File: src/rtl/dmem_line_arbiter_if.sv
// Bus bundle between the two CPU line ports, the arbiter and d_mem.
// The "master" side is the environment (both CPUs plus the memory);
// the "slave" side is the arbiter that sits in the middle.
interface dmem_line_arbiter_if #(
  parameter int AW = 11,
  parameter int DW = 64
);
  // cpu0 line port
  logic [AW-1:0] u_addr_0;
  logic          u_re_0;
  logic          u_we_0;
  logic [DW-1:0] d_line_0;
  logic [DW-1:0] u_rd_data_0;
  logic          u_rdy_0;
  logic          u_err_0;

  // cpu1 line port
  logic [AW-1:0] u_addr_1;
  logic          u_re_1;
  logic          u_we_1;
  logic [DW-1:0] d_line_1;
  logic [DW-1:0] u_rd_data_1;
  logic          u_rdy_1;
  logic          u_err_1;

  // d_mem port
  logic [AW-1:0] mem_addr;
  logic          mem_re;
  logic          mem_we;
  logic [DW-1:0] mem_wdata;
  logic [DW-1:0] mem_rd_data;
  logic          mem_rdy;

  modport master (
    output u_addr_0, u_re_0, u_we_0, d_line_0,
    input  u_rd_data_0, u_rdy_0, u_err_0,
    output u_addr_1, u_re_1, u_we_1, d_line_1,
    input  u_rd_data_1, u_rdy_1, u_err_1,
    input  mem_addr, mem_re, mem_we, mem_wdata,
    output mem_rd_data, mem_rdy
  );

  modport slave (
    input  u_addr_0, u_re_0, u_we_0, d_line_0,
    output u_rd_data_0, u_rdy_0, u_err_0,
    input  u_addr_1, u_re_1, u_we_1, d_line_1,
    output u_rd_data_1, u_rdy_1, u_err_1,
    output mem_addr, mem_re, mem_we, mem_wdata,
    input  mem_rd_data, mem_rdy
  );
endinterface

File: src/rtl/dmem_line_arbiter.sv
// Round-robin arbiter sharing one line-wide data memory between two CPUs.
// One access is in flight at a time: IDLE picks an owner and latches its
// request, ACCESS holds the memory strobes until mem_rdy or the watchdog
// expires, RESP returns a one-cycle completion (with error on abort).
module dmem_line_arbiter #(
  parameter int AW      = 11,
  parameter int DW      = 64,
  parameter int TIMEOUT = 255
) (
  input  logic               clk,
  input  logic               rst,
  dmem_line_arbiter_if.slave bus,
  output logic [1:0]         grant,
  output logic               timeout
);

  localparam logic [15:0] TIMEOUT_C = 16'(TIMEOUT);

  typedef enum logic [1:0] {
    S_IDLE,
    S_ACCESS,
    S_RESP
  } state_t;

  typedef enum logic {
    CPU0 = 1'b0,
    CPU1 = 1'b1
  } cpu_t;

  state_t        state_q,     state_d;
  cpu_t          owner_q,     owner_d;
  cpu_t          last_q,      last_d;
  logic [15:0]   wdog_q,      wdog_d;
  logic [1:0]    grant_q,     grant_d;
  logic [AW-1:0] mem_addr_q,  mem_addr_d;
  logic [DW-1:0] mem_wdata_q, mem_wdata_d;
  logic          mem_re_q,    mem_re_d;
  logic          mem_we_q,    mem_we_d;
  logic [DW-1:0] rd_data_0_q, rd_data_0_d;
  logic [DW-1:0] rd_data_1_q, rd_data_1_d;
  logic          rdy_0_q,     rdy_0_d;
  logic          rdy_1_q,     rdy_1_d;
  logic          err_0_q,     err_0_d;
  logic          err_1_q,     err_1_d;
  logic          timeout_q,   timeout_d;

  logic req_0;
  logic req_1;
  cpu_t pick;

  assign req_0 = bus.u_re_0 | bus.u_we_0;
  assign req_1 = bus.u_re_1 | bus.u_we_1;

  // Choose the next owner: a lone requester wins, a tie goes to the CPU not served last.
  always_comb begin
    pick = CPU0;
    if (req_0 && req_1) begin
      pick = (last_q == CPU0) ? CPU1 : CPU0;
    end else if (req_1) begin
      pick = CPU1;
    end
  end

  // Next-state and output computation for the IDLE/ACCESS/RESP sequence.
  always_comb begin
    // NOTE: every variable gets its hold/idle value first so no path leaves
    // one unassigned; a missing default here would infer a latch.
    state_d     = state_q;
    owner_d     = owner_q;
    last_d      = last_q;
    wdog_d      = wdog_q;
    grant_d     = grant_q;
    mem_addr_d  = mem_addr_q;
    mem_wdata_d = mem_wdata_q;
    mem_re_d    = mem_re_q;
    mem_we_d    = mem_we_q;
    rd_data_0_d = rd_data_0_q;
    rd_data_1_d = rd_data_1_q;
    rdy_0_d     = 1'b0;
    rdy_1_d     = 1'b0;
    err_0_d     = 1'b0;
    err_1_d     = 1'b0;
    timeout_d   = timeout_q;

    unique case (state_q)
      S_IDLE: begin
        if (req_0 || req_1) begin
          owner_d = pick;
          // Watchdog counts ACCESS cycles starting from 1 in the first one.
          wdog_d  = 16'd1;
          state_d = S_ACCESS;
          if (pick == CPU1) begin
            grant_d     = 2'b10;
            mem_addr_d  = bus.u_addr_1;
            mem_wdata_d = bus.d_line_1;
            mem_we_d    = bus.u_we_1;
            mem_re_d    = bus.u_re_1 & ~bus.u_we_1;
          end else begin
            grant_d     = 2'b01;
            mem_addr_d  = bus.u_addr_0;
            mem_wdata_d = bus.d_line_0;
            mem_we_d    = bus.u_we_0;
            mem_re_d    = bus.u_re_0 & ~bus.u_we_0;
          end
        end
      end

      S_ACCESS: begin
        // mem_rdy is checked before the watchdog so a completion in the
        // same cycle the count hits TIMEOUT is still a success.
        if (bus.mem_rdy) begin
          if (mem_re_q) begin
            if (owner_q == CPU1) rd_data_1_d = bus.mem_rd_data;
            else                 rd_data_0_d = bus.mem_rd_data;
          end
          grant_d  = 2'b00;
          mem_re_d = 1'b0;
          mem_we_d = 1'b0;
          if (owner_q == CPU1) rdy_1_d = 1'b1;
          else                 rdy_0_d = 1'b1;
          state_d  = S_RESP;
        end else if (wdog_q == TIMEOUT_C) begin
          grant_d   = 2'b00;
          mem_re_d  = 1'b0;
          mem_we_d  = 1'b0;
          timeout_d = 1'b1;
          if (owner_q == CPU1) begin
            rdy_1_d = 1'b1;
            err_1_d = 1'b1;
          end else begin
            rdy_0_d = 1'b1;
            err_0_d = 1'b1;
          end
          state_d   = S_RESP;
        end else begin
          wdog_d = wdog_q + 16'd1;
        end
      end

      S_RESP: begin
        last_d  = owner_q;
        state_d = S_IDLE;
      end

      default: begin
        state_d = S_IDLE;
      end
    endcase
  end

  // State and output registers; synchronous reset abandons any access in flight.
  always_ff @(posedge clk) begin
    // NOTE: non-blocking assignments so every flop samples the pre-edge
    // value of its neighbours, independent of statement order.
    if (rst) begin
      state_q     <= S_IDLE;
      owner_q     <= CPU0;
      last_q      <= CPU1;
      wdog_q      <= '0;
      grant_q     <= 2'b00;
      mem_addr_q  <= '0;
      mem_wdata_q <= '0;
      mem_re_q    <= 1'b0;
      mem_we_q    <= 1'b0;
      rd_data_0_q <= '0;
      rd_data_1_q <= '0;
      rdy_0_q     <= 1'b0;
      rdy_1_q     <= 1'b0;
      err_0_q     <= 1'b0;
      err_1_q     <= 1'b0;
      timeout_q   <= 1'b0;
    end else begin
      state_q     <= state_d;
      owner_q     <= owner_d;
      last_q      <= last_d;
      wdog_q      <= wdog_d;
      grant_q     <= grant_d;
      mem_addr_q  <= mem_addr_d;
      mem_wdata_q <= mem_wdata_d;
      mem_re_q    <= mem_re_d;
      mem_we_q    <= mem_we_d;
      rd_data_0_q <= rd_data_0_d;
      rd_data_1_q <= rd_data_1_d;
      rdy_0_q     <= rdy_0_d;
      rdy_1_q     <= rdy_1_d;
      err_0_q     <= err_0_d;
      err_1_q     <= err_1_d;
      timeout_q   <= timeout_d;
    end
  end

  assign grant           = grant_q;
  assign timeout         = timeout_q;
  assign bus.mem_addr    = mem_addr_q;
  assign bus.mem_wdata   = mem_wdata_q;
  assign bus.mem_re      = mem_re_q;
  assign bus.mem_we      = mem_we_q;
  assign bus.u_rd_data_0 = rd_data_0_q;
  assign bus.u_rd_data_1 = rd_data_1_q;
  assign bus.u_rdy_0     = rdy_0_q;
  assign bus.u_rdy_1     = rdy_1_q;
  assign bus.u_err_0     = err_0_q;
  assign bus.u_err_1     = err_1_q;

endmodule

File: src/flat_wrapper.sv
// flat-port wrapper written by rule: the top's interface ports become plain ports
module dmem_line_arbiter_flat 
#(
  parameter int AW      = 11,
  parameter int DW      = 64,
  parameter int TIMEOUT = 255
)
  (clk, rst, grant, timeout, bus_u_addr_0, bus_u_re_0, bus_u_we_0, bus_d_line_0, bus_u_rd_data_0, bus_u_rdy_0, bus_u_err_0, bus_u_addr_1, bus_u_re_1, bus_u_we_1, bus_d_line_1, bus_u_rd_data_1, bus_u_rdy_1, bus_u_err_1, bus_mem_addr, bus_mem_re, bus_mem_we, bus_mem_wdata, bus_mem_rd_data, bus_mem_rdy);
  dmem_line_arbiter_if #(.AW(AW), .DW(DW)) bus_i ();
  input  logic clk;
  input  logic rst;
  output logic [1:0] grant;
  output logic timeout;
  input wire logic [$bits(bus_i.u_addr_0)-1:0] bus_u_addr_0;
  input wire logic [$bits(bus_i.u_re_0)-1:0] bus_u_re_0;
  input wire logic [$bits(bus_i.u_we_0)-1:0] bus_u_we_0;
  input wire logic [$bits(bus_i.d_line_0)-1:0] bus_d_line_0;
  output wire logic [$bits(bus_i.u_rd_data_0)-1:0] bus_u_rd_data_0;
  output wire logic [$bits(bus_i.u_rdy_0)-1:0] bus_u_rdy_0;
  output wire logic [$bits(bus_i.u_err_0)-1:0] bus_u_err_0;
  input wire logic [$bits(bus_i.u_addr_1)-1:0] bus_u_addr_1;
  input wire logic [$bits(bus_i.u_re_1)-1:0] bus_u_re_1;
  input wire logic [$bits(bus_i.u_we_1)-1:0] bus_u_we_1;
  input wire logic [$bits(bus_i.d_line_1)-1:0] bus_d_line_1;
  output wire logic [$bits(bus_i.u_rd_data_1)-1:0] bus_u_rd_data_1;
  output wire logic [$bits(bus_i.u_rdy_1)-1:0] bus_u_rdy_1;
  output wire logic [$bits(bus_i.u_err_1)-1:0] bus_u_err_1;
  output wire logic [$bits(bus_i.mem_addr)-1:0] bus_mem_addr;
  output wire logic [$bits(bus_i.mem_re)-1:0] bus_mem_re;
  output wire logic [$bits(bus_i.mem_we)-1:0] bus_mem_we;
  output wire logic [$bits(bus_i.mem_wdata)-1:0] bus_mem_wdata;
  input wire logic [$bits(bus_i.mem_rd_data)-1:0] bus_mem_rd_data;
  input wire logic [$bits(bus_i.mem_rdy)-1:0] bus_mem_rdy;
  assign bus_i.u_addr_0 = bus_u_addr_0;
  assign bus_i.u_re_0 = bus_u_re_0;
  assign bus_i.u_we_0 = bus_u_we_0;
  assign bus_i.d_line_0 = bus_d_line_0;
  assign bus_u_rd_data_0 = bus_i.u_rd_data_0;
  assign bus_u_rdy_0 = bus_i.u_rdy_0;
  assign bus_u_err_0 = bus_i.u_err_0;
  assign bus_i.u_addr_1 = bus_u_addr_1;
  assign bus_i.u_re_1 = bus_u_re_1;
  assign bus_i.u_we_1 = bus_u_we_1;
  assign bus_i.d_line_1 = bus_d_line_1;
  assign bus_u_rd_data_1 = bus_i.u_rd_data_1;
  assign bus_u_rdy_1 = bus_i.u_rdy_1;
  assign bus_u_err_1 = bus_i.u_err_1;
  assign bus_mem_addr = bus_i.mem_addr;
  assign bus_mem_re = bus_i.mem_re;
  assign bus_mem_we = bus_i.mem_we;
  assign bus_mem_wdata = bus_i.mem_wdata;
  assign bus_i.mem_rd_data = bus_mem_rd_data;
  assign bus_i.mem_rdy = bus_mem_rdy;
  dmem_line_arbiter #(.AW(AW), .DW(DW), .TIMEOUT(TIMEOUT)) u_core (.clk(clk), .rst(rst), .bus(bus_i), .grant(grant), .timeout(timeout));
endmodule
File: config.mk
export PLATFORM = sky130hd
export DESIGN_NAME = dmem_line_arbiter_flat
export DESIGN_NICKNAME = d
export VERILOG_FILES = /design/src/rtl/dmem_line_arbiter_if.sv /design/src/rtl/dmem_line_arbiter.sv /design/src/flat_wrapper.sv
export SDC_FILE = /design/constraint.sdc
export NUM_CORES = 1
export LEC_CHECK = 0
export CAP_MARGIN = 20
export CORE_AREA = 2 2 171 173
export DETAILED_ROUTE_END_ITERATION = 12
export DIE_AREA = 0 0 173 175
export PLACE_DENSITY = 0.65
export SYNTH_ARGS = -nofsm -noshare
export SYNTH_HDL_FRONTEND = slang
export SYNTH_SLANG_ARGS = --single-unit
File: constraint.sdc
create_clock -name clk -period 2.8 [get_ports clk]
set_input_delay 0.84 -clock clk [delete_from_list [all_inputs] [get_ports clk]]
set_output_delay 0.84 -clock clk [all_outputs]
set_load 0.02 [all_outputs]
# After elaboration in Yosys (flattened, before gate mapping)
# Cells that the tools add are included.
# word_totals
output_inout_bits	212
word_cells	78
in_bits	221
register_bits	232
# classes
n_reduce_logical	13
addsub	1
mux	32
bitwise	9
n_eq_ne	7
# op_table
cell	n
$mux 64	1
$mux 16	3
$pmux 16 s2	1
$add 16x1->16 const B	1
$eq 16x8->1 const B	1
$mux 1	15
$mux 2	7
$reduce_and 4->1	3
$mux 11	1
$pmux 2 s2	2
$reduce_and 3->1	2
$not 1->1	5
$ne 2x2->1 const B	2
$pmux 1 s2	2
$reduce_and 2->1	2
$ne 3x2->1 const B	1
$reduce_or 3->1	1
$and 1x1->1	2
$eq 2x1->1 const B	1
$eq 2x2->1 const B	1
$logic_not 2->1	1
$ne 2x1->1 const B	1
$or 1x1->1	2
$reduce_bool 2->1	1
other kinds (3)	3

# Longest topological paths before layout
# Gate-level depths: netlist of run 1.
# depth
word_depth	6
mapped_depth	7
depth_no_buf	6

# Least setup slack after synthesis of run 1
# No wires, ideal clock.
# synth_timing
path_kind	input to register
from	input bus_mem_rdy
to	register u_core.rd_data_0_q[13], in the netlist u_core.bus.u_rd_data_0[13]
arrival_time_ns	2.049
stages	7
path_buffers	3
setup_slack_ns	0.618
t_required_ns	2.668
cell_sequence	clkbuf_1 > nand2_1 > or3_1 > clkbuf_1 > clkbuf_1 > nand2_1 > a21oi_1
# synth_between
elab_chain_len	1
# synth_lines
element	line_no	source
from (decl)	flat_wrapper.sv:33	input wire logic [$bits(bus_i.mem_rdy)-1:0] bus_mem_rdy;
$reduce_and 4->1 (no line)	-	
to (signal assigned)	dmem_line_arbiter.sv:182	rd_data_0_q <= rd_data_0_d;
to (decl)	dmem_line_arbiter.sv:39	logic [DW-1:0] rd_data_0_q, rd_data_0_d;
# Every way passes these cells.
# A chain may end at the register's enable or synchronous reset.

# Worst setup path in the final report of run 1
# layout_timing
from	register u_core.grant_q[0], in the netlist u_core.grant[0]
to	output grant[0]
# layout_rtl
element	line_no	source
from (decl)	dmem_line_arbiter.sv:34	logic [1:0] grant_q, grant_d;
from (signal assigned)	dmem_line_arbiter.sv:177	grant_q <= grant_d;
to (decl)	flat_wrapper.sv:12	output logic [1:0] grant;
# No word-level cell between the ends.

==> results.py, run 1 <==
metrics = {
    "sta": {
        "max_freq_mhz": 409,
        "final.setup.tns_ns": 0,
        "clock-skew-final_ns": 0.00629,
        "relSlewSlack_pct": 37.0,
        "rsz0062_at_grt": "false",
        "min_period_over_period_pct": 87.3,
        "min_period_ns": 2.45,
        "drv_slew": 0,
        "final-hold-violation-count": 0,
        "worst_pin_slew_ns": 0.946,
        "finalSetupViolCount": 0,
        "layout_setup_ws_ns": 0.355,
    },
    "min_path": {
        "hold_depth": 2,
        "hold_path.class": "flop to flop",
    },
    "critical_path": {
        "max_stage_delay_ns": 0.70,
        "critPathArrivalTime_ns": 1.61,
        "setup.worst_path.start_class": "flop",
        "path_buf_inv": 1,
        "required_ns": 1.96,
        "cp_max_fo": 2,
        "r2r_cells": 6,
        "cp-end-kind": "primary output",
        "cp_cell_sequence": "clkdlybuf4s50_1",
        "cp_slowest_cell": "clkdlybuf4s50_1",
        "critPathTopFamily": "buffers and inverters",
        "crit_cells": 1,
        "crit_type": "flop to primary output",
    },
    "logic_synthesis": {
        "synth_seq_cells": 232,
        "synthCells": 1063,
        "synth_edf_count": 0,
        "ys.flop_type": "dfxtp_1",
        "yosysSeqAreaShare_pct": 51.3,
        "syn_area_um2": 9050,
        "async_flop_share_pct": 0,
        "synth_nets": 1285,
        "yosys_warnings": 0,
        "synth_cell_types": 43,
        "avgSynthCellArea_um2": 8.51,
    },
    "global_routing": {
        "use_met3_pct": 5.11,
        "grt_use_met1_pct": 21.1,
        "busiest_layer": "met2",
        "grt_pass1_wl_um": 45800,
        "grt_overflow": 0,
        "antenna_found_initial": 0,
        "grt_start_max_net_pins": 189,
        "use_met2_pct": 33.8,
        "grt_usage_pct": 18.7,
        "grt_pass1_vias": 8588,
    },
    "detailed_routing": {
        "avgRoutedWirePerCell_um": 16.0,
        "firstDrtPassIters": 6,
        "ant_nets": 0,
        "drt_iter0_drc": 423,
        "via_count": 8884,
        "via_per_inst": 4.74,
        "routed_wl_um": 29900,
        "post-route-drc-count": 0,
    },
    "die": {
        "core-area_um2": 28400,
        "ios": 433,
        "die_x_um": 173,
        "initial_core_util_pct": 31.9,
        "dieArea_um2": 30300,
        "chipHeight_um": 175,
        "row_count": 62,
    },
    "pwr": {
        "ir_drop_mv": 0.385,
        "p_seq_share_pct": 43.4,
        "p_sw_share_pct": 25.4,
        "p_comb_share_pct": 17.8,
        "switching_power_mw": 2.08,
        "leakagePower_nw": 5.49,
        "clkPwrFrac_pct": 38.8,
        "power.internal_mw": 6.10,
        "p_per_area_nw_per_um2": 557,
    },
    "placed_design": {
        "place_ws_ns": 0.0406,
        "place_congestion": 0.814,
        "portBuffers": 432,
        "hpwl_um": 21700,
        "place_inst": 1829,
    },
    "finish": {
        "multi_input_area_um2": 4060,
        "layout_common_cells": "clkdlybuf4s50_1, nand2_1, dfxtp_1, a21oi_1, nor2_1",
        "utilization_pct": 51.7,
        "layout_commonest_cell": "clkdlybuf4s50_1",
        "fin_nets": 1695,
        "layoutNonFillerInstCount": 1873,
        "area_delta_synth_final_pct": 62.4,
        "drive_gt1_share_pct": 5.91,
        "n_fill_cell": 2708,
        "register_area_um2": 4640,
        "antennaDiodeCount": 0,
    },
    "job": {
        "maxCapViolCount": 0,
    },
    "cts": {
        "cts_tree": "yes",
        "cts_sinks": 232,
        "clk_pin_slew_ns": 0.05,
        "h-tree-depth": 1,
        "postCtsSetupBuffers": 0,
        "hold_buffers": 0,
        "ctsResizeCount": 0,
        "clk_latency_ns": 0.52,
        "cts_buffers": 26,
        "cts_root_buf": "clkbuf_16",
        "clock_path_buffers": 3,
    },
    "status": {
        "status": "finished clean",
    },
}
## worst paths after layout
check                             start                         end  slack [ns]
min          u_core.bus.u_rd_data_0[17]  u_core.bus.u_rd_data_0[17]        0.45
max reg2reg            u_core.wdog_q[0]           u_core.wdog_q[15]        0.79
min reg2reg  u_core.bus.u_rd_data_0[17]  u_core.bus.u_rd_data_0[17]        0.45
max                     u_core.grant[0]                    grant[0]        0.35
## per-stage QoR
stage | total power [mW] | instance area (um^2) | hold WS (ns)
after detailed placement | 5.09 | 13900 | 0.446
final | 8.18 | 14700 | 0.451
after global routing | 8.54 | 14700 | 0.463
after global placement | 5.08 | 13900 | 0.441
after CTS | 8.31 | 14700 | 0.454
after floorplan | 4.25 | 9050 | 0.464
## routing by layer
metal / up-vias / wire [um] / share of wire [%]
met3: 52 / 2500 / 8.4
li1: 4470 / - / -
met2: 351 / 14700 / 49
met1: 4011 / 11800 / 40
met5: - / 0 / 0
met4: 0 / 895 / 3.0
## registers in the layout (all words and copies together) (netlist names), 2 cells and up
register	flops
u_core.grant	2
u_core.bus.mem_addr	11
u_core.bus.u_rd_data_1	64
u_core.bus.u_rd_data_0	64
u_core.state_q	2
u_core.bus.mem_wdata	64
u_core.wdog_q	16
## cells in the mapped netlist (all sizes together), types with 2 or more instances
cell type	n	area [um^2]
nand2	269	1010
dfxtp	232	4640
a21oi	142	711
nor2	89	337
a211oi	78	598
mux2i	76	761
clkbuf	44	165
buf	37	195
o21ai	18	97.6
nand3	12	60.1
nor3	12	80.1
or3	8	55.1
and3	6	42.5
nor4	6	50.0
a31oi	5	31.3
inv	5	18.8
nand2b	4	25.0
nand4	4	31.3
and4	3	28.8
and2	2	13.8
nor2b	2	12.5
o211ai	2	15.0
## layout make-up
class | instances | share of cell area (%)
Sequential cell | 232 | 31.6
Multi-Input combinational cell | 745 | 27.6
Clock inverter | 5 | 0.170
Timing Repair Buffer | 463 | 32.0
Inverter | 5 | 0.128
Tap cell | 384 | 3.27
Clock buffer | 39 | 5.25
## logic make-up (layout without fill, tap and decap cells)
group | Yosys count | after routing | synth area share [%]
flip-flops | 232 | 232 | 51.3
XOR/XNOR | 1 | 1 | 0.0968
adder cells (fa/ha/maj) | 1 | 1 | 0.138
AO/OA/AOI/OAI | 249 | 249 | 16.4
buffers and inverters | 86 | 512 | 4.19
AND/OR/NAND/NOR | 418 | 418 | 19.4
multiplexers | 76 | 76 | 8.41
## power by group through the flow
| stage | Clock [mW] | Sequential [mW] | Combinational, mW |
|---|---|---|---|
| floorplan | 0 | 3.79 | 0.458 |
| global route | 3.40 | 3.57 | 1.56 |
| detailed placement | 0 | 3.62 | 1.47 |
| CTS | 3.29 | 3.55 | 1.47 |
| finish | 3.17 | 3.55 | 1.46 |
| global placement | 0 | 3.62 | 1.46 |
No activity file was read; power rests on OpenSTA's default activity.
==> run 2: changes to the inputs <==
CAP_MARGIN = 10   (was 20)
==> results of run 2 <==
No change in the layout: final DEF, timing and power equal those of run 1.
